File: config.mk
export PLATFORM = sky130hd
export DESIGN_NAME = fir_decimator_flat
export DESIGN_NICKNAME = d
export VERILOG_FILES = /design/src/rtl/fir_pkg.sv /design/src/rtl/fir_decimator_if.sv /design/src/rtl/fir_decimator_sync_fifo.sv /design/src/rtl/fir_decimator.sv /design/src/flat_wrapper.sv
export SDC_FILE = /design/constraint.sdc
export NUM_CORES = 1
export LEC_CHECK = 0
export CAP_MARGIN = 25
export CORE_ASPECT_RATIO = 1.4
export CORE_MARGIN = 2
export CORE_UTILIZATION = 37
export CTS_BUF_LIST = sky130_fd_sc_hd__clkbuf_4 sky130_fd_sc_hd__clkbuf_8 sky130_fd_sc_hd__clkbuf_16
export DETAILED_ROUTE_END_ITERATION = 10
export GPL_TIMING_DRIVEN = 0
export HOLD_SLACK_MARGIN = 0.02
export PLACE_DENSITY_LB_ADDON = 0.2
export SYNTH_ARGS = -nofsm -noshare
export SYNTH_HDL_FRONTEND = slang
export SYNTH_SLANG_ARGS = --single-unit
export TNS_END_PERCENT = 30
File: constraint.sdc
create_clock -name clk -period 4.7 [get_ports clk]
set_clock_uncertainty 0.05 [all_clocks]
set_input_delay 0.94 -clock clk [delete_from_list [all_inputs] [get_ports clk]]
set_output_delay 0.94 -clock clk [all_outputs]
set_load 0.01 [all_outputs]
File: src/rtl/fir_pkg.sv
// Shared types and constants for the FIR output decimator.
package fir_pkg;

    localparam int DEF_WIDTH = 16;

    typedef enum logic {ST_WARMUP, ST_RUN} dec_state_t;

    typedef logic [DEF_WIDTH-1:0] sample_t;

    // Bits needed to count 0..n-1; a zero-width counter is never wanted.
    function automatic int bits_for(input int n);
        return (n < 2) ? 1 : $clog2(n);
    endfunction

endpackage

File: src/rtl/fir_decimator_if.sv
// FIR output bus into the decimator, plus its valid/ready drain side and status.
interface fir_decimator_if
    import fir_pkg::*;
#(
    parameter int WIDTH = DEF_WIDTH,
    parameter int DEPTH = 8
);
    localparam int CW = $clog2(DEPTH + 1);

    logic             in_en;
    logic [WIDTH-1:0] Yn;
    logic [WIDTH-1:0] out_data;
    logic             out_valid;
    logic             out_ready;
    logic [CW-1:0]    count;
    logic             overflow;

    modport master (
        output in_en, Yn, out_ready,
        input  out_data, out_valid, count, overflow
    );

    modport slave (
        input  in_en, Yn, out_ready,
        output out_data, out_valid, count, overflow
    );

endinterface

File: src/rtl/fir_decimator_sync_fifo.sv
// First-word-fall-through FIFO with an explicit fill count so full and empty never alias.
module sync_fifo
    import fir_pkg::*;
#(
    parameter int WIDTH = DEF_WIDTH,
    parameter int DEPTH = 8
) (
    input  logic                       clk,
    input  logic                       rst,
    input  logic                       push,
    input  logic                       pop,
    input  logic [WIDTH-1:0]           wr_data,
    output logic [WIDTH-1:0]           rd_data,
    output logic                       full,
    output logic                       empty,
    output logic [$clog2(DEPTH+1)-1:0] count
);
    localparam int AW = $clog2(DEPTH);
    localparam int CW = $clog2(DEPTH + 1);

    logic [WIDTH-1:0] mem [DEPTH];
    logic [AW-1:0]    wr_ptr;
    logic [AW-1:0]    rd_ptr;
    logic             do_push;
    logic             do_pop;

    assign empty   = (count == '0);
    assign full    = (count == CW'(DEPTH));
    // A pop on an empty FIFO is ignored; a pop frees the slot a full-FIFO push needs.
    assign do_pop  = pop && !empty;
    assign do_push = push && (!full || do_pop);
    assign rd_data = mem[rd_ptr];

    always_ff @(posedge clk) begin
        if (rst) begin
            wr_ptr <= '0;
            rd_ptr <= '0;
            count  <= '0;
        end else begin
            if (do_push) wr_ptr <= wr_ptr + 1'b1;
            if (do_pop)  rd_ptr <= rd_ptr + 1'b1;
            case ({do_push, do_pop})
                2'b10:   count <= count + 1'b1;
                2'b01:   count <= count - 1'b1;
                default: ;
            endcase
        end
    end

    always_ff @(posedge clk) begin
        if (do_push) mem[wr_ptr] <= wr_data;
    end

endmodule

File: src/rtl/fir_decimator.sv
// Drops the FIR start-up transient, keeps one of every DECIM samples and buffers them
// for a valid/ready consumer.
module fir_decimator
    import fir_pkg::*;
#(
    parameter int WIDTH  = DEF_WIDTH,
    parameter int DECIM  = 4,
    parameter int WARMUP = 3,
    parameter int DEPTH  = 8
) (
    input logic            clk,
    input logic            rst,
    fir_decimator_if.slave bus
);
    localparam int WW = bits_for(WARMUP + 1);
    localparam int PW = bits_for(DECIM);
    localparam int CW = $clog2(DEPTH + 1);

    dec_state_t       state;
    logic [WW-1:0]    warm_cnt;
    logic [PW-1:0]    phase;
    logic             overflow;
    logic             keep;
    logic             pop;
    logic             drop;
    logic             full;
    logic             empty;
    logic [WIDTH-1:0] head;
    logic [CW-1:0]    fill;

    assign keep = bus.in_en && (state == ST_RUN) && (phase == '0);
    assign pop  = !empty && bus.out_ready;
    assign drop = keep && full && !pop;

    always_ff @(posedge clk) begin
        if (rst) begin
            state    <= (WARMUP == 0) ? ST_RUN : ST_WARMUP;
            warm_cnt <= '0;
            phase    <= '0;
            overflow <= 1'b0;
        end else begin
            if (bus.in_en) begin
                case (state)
                    ST_WARMUP: begin
                        // The sample that completes warm-up is itself still discarded.
                        if (warm_cnt == WW'(WARMUP - 1)) state <= ST_RUN;
                        warm_cnt <= warm_cnt + 1'b1;
                    end
                    ST_RUN: begin
                        phase <= (phase == PW'(DECIM - 1)) ? '0 : phase + 1'b1;
                    end
                    default: state <= ST_WARMUP;
                endcase
            end
            if (drop) overflow <= 1'b1;
        end
    end

    sync_fifo #(
        .WIDTH (WIDTH),
        .DEPTH (DEPTH)
    ) u_fifo (
        .clk     (clk),
        .rst     (rst),
        .push    (keep),
        .pop     (pop),
        .wr_data (bus.Yn),
        .rd_data (head),
        .full    (full),
        .empty   (empty),
        .count   (fill)
    );

    assign bus.out_data  = head;
    assign bus.out_valid = !empty;
    assign bus.count     = fill;
    assign bus.overflow  = overflow;

endmodule

File: src/flat_wrapper.sv
// flat-port wrapper written by rule: the top's interface ports become plain ports
module fir_decimator_flat import fir_pkg::*;
#(
    parameter int WIDTH  = DEF_WIDTH,
    parameter int DECIM  = 4,
    parameter int WARMUP = 3,
    parameter int DEPTH  = 8
)
  (clk, rst, bus_in_en, bus_Yn, bus_out_ready, bus_out_data, bus_out_valid, bus_count, bus_overflow);
  fir_decimator_if #(.WIDTH(WIDTH), .DEPTH(DEPTH)) bus_i ();
  input logic clk;
  input logic rst;
  input wire logic [$bits(bus_i.in_en)-1:0] bus_in_en;
  input wire logic [$bits(bus_i.Yn)-1:0] bus_Yn;
  input wire logic [$bits(bus_i.out_ready)-1:0] bus_out_ready;
  output wire logic [$bits(bus_i.out_data)-1:0] bus_out_data;
  output wire logic [$bits(bus_i.out_valid)-1:0] bus_out_valid;
  output wire logic [$bits(bus_i.count)-1:0] bus_count;
  output wire logic [$bits(bus_i.overflow)-1:0] bus_overflow;
  assign bus_i.in_en = bus_in_en;
  assign bus_i.Yn = bus_Yn;
  assign bus_i.out_ready = bus_out_ready;
  assign bus_out_data = bus_i.out_data;
  assign bus_out_valid = bus_i.out_valid;
  assign bus_count = bus_i.count;
  assign bus_overflow = bus_i.overflow;
  fir_decimator #(.WIDTH(WIDTH), .DECIM(DECIM), .WARMUP(WARMUP), .DEPTH(DEPTH)) u_core (.clk(clk), .rst(rst), .bus(bus_i));
endmodule
# ---- Word-level counts from Yosys, hierarchy flattened
# Memory sizes are Yosys's and may differ from the RTL's. A register that Yosys moved wholly into a read port is not among the register bits.
# Cells that the tools add are included.
dict set report word_totals {
  inputBits 20
  ram_bits 128
  mem_count 1
  register_bits 16
}
# name words width read_ports rd_ports_with_merged_regs wr line_no
set memory_table {}
lappend memory_table {u_core.u_fifo.mem 8 16 1 1 1 fir_decimator_sync_fifo.sv:21} ;# logic [WIDTH-1:0] mem [DEPTH];
dict set report op_classes {
  mux 8
  eq_ne 5
  reduce_logical 16
  add_sub_neg 6
  bitwise 1
}
# cell n
set op_table {}
lappend op_table {{one-hot mux 4 bit (2 select lines)} 1}
lappend op_table {{logical AND 1 bit} 7}
lappend op_table {{adder 3 x 1 -> 3 bit, second input constant} 2}
lappend op_table {{equality test 2 bit, second input constant} 3}
lappend op_table {{2-to-1 mux 3 bit} 2}
lappend op_table {{adder 2 x 1 -> 2 bit, second input constant} 2}
lappend op_table {{adder 4 x 1 -> 4 bit, second input constant} 1}
lappend op_table {{equality test 4 bit, second input constant} 1}
lappend op_table {{logical NOT 4 bit} 1}
lappend op_table {{2-to-1 mux 1 bit} 4}
lappend op_table {{AND reduction 2 bit} 2}
lappend op_table {{subtractor 4 x 1 -> 4 bit, second input constant} 1}
lappend op_table {{logical NOT 1 bit} 3}
lappend op_table {{equality test 2 x 1 -> 1 bit, second input constant} 1}
lappend op_table {{logical NOT 2 bit} 1}
lappend op_table {{2-to-1 mux 2 bit} 1}
lappend op_table {{nonzero test 2 bit} 1}
lappend op_table {{logical OR 1 bit} 1}
lappend op_table {{inverter 1 bit} 1}

# ---- Depth between registers and ports, before layout
dict set report logic_depth {
  depth_word 8
  ltp_mapped 9
}

# ---- Cells and area by module
# Synthesis repeated with hierarchy kept, for this count alone.
dict set report unflattened {
  hier_cells 303
  hier_area_um2 5939.4
}
# module area_per_inst_um2 instances cells_each
set modules_own_cells {}
lappend modules_own_cells {sync_fifo 5662.9 1 271}
lappend modules_own_cells {fir_decimator 276.5 1 32}

# ---- Least setup slack after synthesis
# No wires, ideal clock.
dict set report synth_timing {
  path_type {input to register}
  from {in bus_in_en}
  to {mem u_core.u_fifo.mem[0][0] (netlist bit) (enable)}
  arrival_time_ns 2.887
  setup_time_ns 0.430
  cell_stages 3
  path_slack_ns 1.333
  required_time_ns 4.220
  path_cell_list {nand3_1 -> a31o_1 -> nor4_1}
}
dict set report synth_between {
  elab_chain_cells 5
}
# item line_no
set synth_rtl {}
lappend synth_rtl {{from (decl)} flat_wrapper.sv:13} ;# input wire logic [$bits(bus_i.in_en)-1:0] bus_in_en;
lappend synth_rtl {{logical AND 1 bit (2 in series)} fir_decimator.sv:31} ;# assign keep = bus.in_en && (state == ST_RUN) && (phase == '0);
lappend synth_rtl {{logical AND 1 bit} fir_decimator_sync_fifo.sv:31} ;# assign do_push = push && (!full || do_pop);
lappend synth_rtl {{2-to-1 mux 1 bit} fir_decimator_sync_fifo.sv:51} ;# if (do_push) mem[wr_ptr] <= wr_data;
lappend synth_rtl {{2-to-1 mux 1 bit (not written as such)} fir_decimator_sync_fifo.sv:51}
lappend synth_rtl {{to (decl)} fir_decimator_sync_fifo.sv:21}
# No other way between the ends.

==> Implementation_results.wiki <==
{| class="wikitable"
! Metric !! Value
|-
| Total power per unit cell area || 464.2 nW/um^2
|-
| Peak per-stage delay on the critical path || 0.64 ns
|-
| Number of storage elements in the synthesis netlist || 147
|-
| Final GP Congestion || ~0.72
|-
| Origin of the worst min-delay path || u_core.bus.overflow$_SDFFE_PP0P_
|-
| Clock tree from TritonCTS || built
|-
| Sequential cell area fraction in the yosys report || between 70% and 80%
|-
| Post-detailed-route wirelength per cell || 19.32 um
|-
| Type of origin of the critical path || flop
|-
| Remaining routing DRC violations || 0
|-
| P&R area growth vs syn || 25.28%
|-
| Post-Synthesis Net Count || 317
|-
| Top-level port count || 42
|-
| Chip height || around 150 um
|-
| Highest Clock Rate || 269.9 MHz
|-
| H-tree depth reported by CTS || 4
|-
| Antenna violations before repair || 0
|-
| Synthesized area || 5722 um^2
|-
| Max-cap violation count || 0
|-
| Clock transition at path regs || 0.06 ns
|-
| Final period util || 78.82%
|-
| Number of global-route vias before repair || 3135
|-
| Nature of the critical path endpoint || output port
|-
| CTS Root Cell || sky130_fd_sc_hd__clkbuf_16
|-
| Clock buffer depth || 2
|-
| Number of nets with antenna violations after detailed routing || 0
|-
| Hold WS || 0.4364 ns
|-
| Per-instance average area after synthesis || 19.66 um^2
|-
| Count of antenna diodes in the layout || 0
|-
| Clock buffer count from CTS || 17
|-
| Final #Nets || 391
|-
| Count of routing violations after the opening detailed-route iteration || about 180
|-
| Inst Count DP || 537
|-
| Largest delay contributor family on the critical path || buffers and inverters
|-
| Number of hold-slack violations in the final timing report || 0
|-
| Total of endpoints with negative setup slack in the final report || 0
|-
| Slack of the worst reg-to-reg path || 2.30 ns
|-
| Die width || about 110 um
|-
| Actual slew at the worst max-slew pin || around 0.8 ns
|-
| Worst-case headroom to the max-slew limit || 46.95%
|-
| Fraction of layout instances using a drive strength above 1 || 28.57%
|-
| Number of vias in the routed layout || 2896
|-
| Worst Hold Path Cells || 2
|-
| WP buf/inv || 3
|-
| Crit path cell chain || clkbuf_1 > clkbuf_1 > mux2_2 > clkdlybuf4s50_1
|-
| Clk_lat worst skew || 0.41 ns
|-
| Gate Count Post-Synth || 291
|-
| Fin crit period || 3.705 ns
|-
| Endpoint of the worst register-to-register path || u_core.u_fifo.mem[6][6]$_DFFE_PP_
|-
| Total GRT Usage || 14.79%
|-
| Setup repair after global routing missed its margin || no
|-
| Crit Path Category || flop to output port
|-
| Post-CTS Setup Inserts || 0
|-
| Half-perimeter wire length after detailed placement || 7459 um
|-
| Synth unique cells || 35
|-
| Arrival time reported for the critical path endpoint || 2.71 ns
|-
| Share of async-settable or async-resettable flops after synthesis || 0%
|-
| Final Max Slew Viols || 0
|-
| Count of non-filler cells in the finished layout || 570
|-
| Starting utilization of the core area || 38.01%
|-
| Buffers on Ports || 41
|-
| CP most frequent cell || sky130_fd_sc_hd__clkbuf_1
|-
| Data required time at the worst endpoint || ~3.7 ns
|-
| Sum of overflow across all layers after global routing || 0
|-
| First-pass GRT wire length || roughly 17000 um
|-
| Type of the worst min-delay path || flop to flop
|-
| DIE AREA || ~16000 um^2
|-
| Crit path max-delay cell type || sky130_fd_sc_hd__clkbuf_1
|-
| Status || finished clean
|-
| CP Max Fanout || 10
|-
| Launching point of the worst reg2reg path || u_core.u_fifo.count[1]$_SDFFE_PP0P_
|-
| Maximum vdd ir drop || between 0.3 and 0.4 mV
|-
| CTS hold repair buffers || 0
|-
| Detailed-router iteration count before antenna repair || 4
|-
| Synthesis warning total || 0
|-
| Rows || between 50 and 60
|-
| Standby leakage power || 2.317 nW
|-
| Worst reg2reg path depth || 5
|-
| Vias per Instance || 5.081
|-
| Worst Hold Path EP || u_core.bus.overflow$_SDFFE_PP0P_
|-
| Number of enable-type register cells in the synthesized netlist || ~130
|-
| Maximum number of pins on one net before global-route repair || 17
|-
| Final wirelength || 11010 um
|-
| Count of clock tree sinks || 147
|-
| Dominant register cell in the synthesized netlist || sky130_fd_sc_hd__edfxtp_1
|-
| Placeable Area || 15050 um^2
|-
| Number of resized instances in the post-cts repair step || 0
|}
## cells in the final DEF, fill, tap and decap left out, drive strengths merged, types with 3 or more instances in the layout
master / n
bufinv: 3
mux4: 32
ha: 6
clkbuf: 26
clkdlybuf4s50: 41
a21oi: 7
nand2: 7
nand2b: 3
nor2b: 4
nor3: 6
nor2: 21
clkinv: 5
mux2: 19
edfxtp: 128
inv: 6
dfxtp: 19
xnor2: 3
buf: 20
## worst register-to-register path: stages (launching register included)
cell and delay (ns):
sky130_fd_sc_hd__dfxtp_1 0.53, sky130_fd_sc_hd__nor3_1 0.17, sky130_fd_sc_hd__a31oi_2 0.35, sky130_fd_sc_hd__nand2_1 0.21
sky130_fd_sc_hd__nor2_2 0.57, sky130_fd_sc_hd__buf_8 0.24
## Yosys cell counts (all sizes together) (4+ instances only)
cell / count / area, um^2
nor3: 6 / 30.03
mux4: 32 / 720.7
nand2: 7 / 26.28
ha: 6 / 75.07
nor2: 21 / 81.33
clkbuf: 5 / 18.77
inv: 5 / 18.76
nor2b: 4 / 25.02
a21oi: 7 / 35.03
edfxtp: 128 / 3844
buf: 6 / 33.78
mux2: 19 / 214.0
dfxtp: 19 / 380.4
## logic make-up (layout without fill, tap and decap cells)
logic type | Yosys count | after routing | share of synthesized area (%)
AO/OA/AOI/OAI | 15 | 15 | 2.078
flip-flops | 147 | 147 | 73.82
multiplexers | 52 | 52 | 16.51
XOR/XNOR | 5 | 5 | 0.7655
AND/OR/NAND/NOR | 50 | 50 | 4.264
adder cells (fa/ha/maj) | 6 | 6 | 1.312
buffers and inverters | 16 | 103 | 1.246
## metal layers
| metal | part of all wire (%) | wire (um) | global-route usage, % |
|---|---|---|---|
| met1 | 42 | 4599 | 17.23 |
| met2 | 52 | 5767 | 25.43 |
| met3 | 4.2 | 464 | 4.131 |
| met4 | 1.7 | 182 | 6.218 |
| met5 | 0 | 0 | 0 |
## layout make-up
cell class / instances / area (um^2)
multi-input cells: 128 / 1460
clock buffers: 21 / 455.4
well taps: 192 / 240.2
flip-flops and latches: 147 / 4224
plain buffers: 11 / 52.55
fillers: 1271 / 7885
clock inverters: 11 / 137.6
inverters: 5 / 18.77
repair buffers: 55 / 579.3
## worst max-delay path by stage
stage                                               to       from  depth (start not counted)  slack [ns]
finish                                 bus_out_data[2]       flop                          4         1.0
global route                           bus_out_data[2]       flop                          4        0.86
CTS                                    bus_out_data[2]       flop                          4        0.87
detailed placement   u_core.u_fifo.mem[0][8]$_DFFE_PP_  bus_in_en                          6        1.09
global placement    u_core.u_fifo.mem[0][11]$_DFFE_PP_  bus_in_en                          4       -0.90
floorplan            u_core.u_fifo.mem[0][0]$_DFFE_PP_  bus_in_en                          3        1.33
## power by group
part	switching [mW]	internal (mW)
Sequential	0.0392	1.45
Combinational	0.217	0.282
Clock	0.490	0.853
## through the flow
| step | power, mW | TNS (ns) | setup slack [ns] | cell area, um^2 | util, % |
|---|---|---|---|---|---|
| after CTS | 3.366 | 0 | 0.8692 | 7161 | 47.57 |
| final | 3.327 | 0 | 0.9953 | 7168 | 47.62 |
| after global placement | 2.011 | -20.89 | -0.9031 | 6372 | 42.33 |
| after floorplan | 1.818 | 0 | 1.333 | 5722 | - |
| after detailed placement | 2.023 | 0 | 1.088 | 6568 | 43.63 |
| after global routing | 3.464 | 0 | 0.8603 | 7168 | 47.62 |
## flip-flops by register name, summed over array words and instances (netlist names), named ones only
signal                count
u_core.warm_cnt           2
u_core.u_fifo.rd_ptr      3
u_core.bus.overflow       1
u_core.phase              2
u_core.u_fifo.count       4
u_core.state              1
u_core.u_fifo.mem       128
u_core.u_fifo.wr_ptr      3
Power figures use the tool's default switching activity.
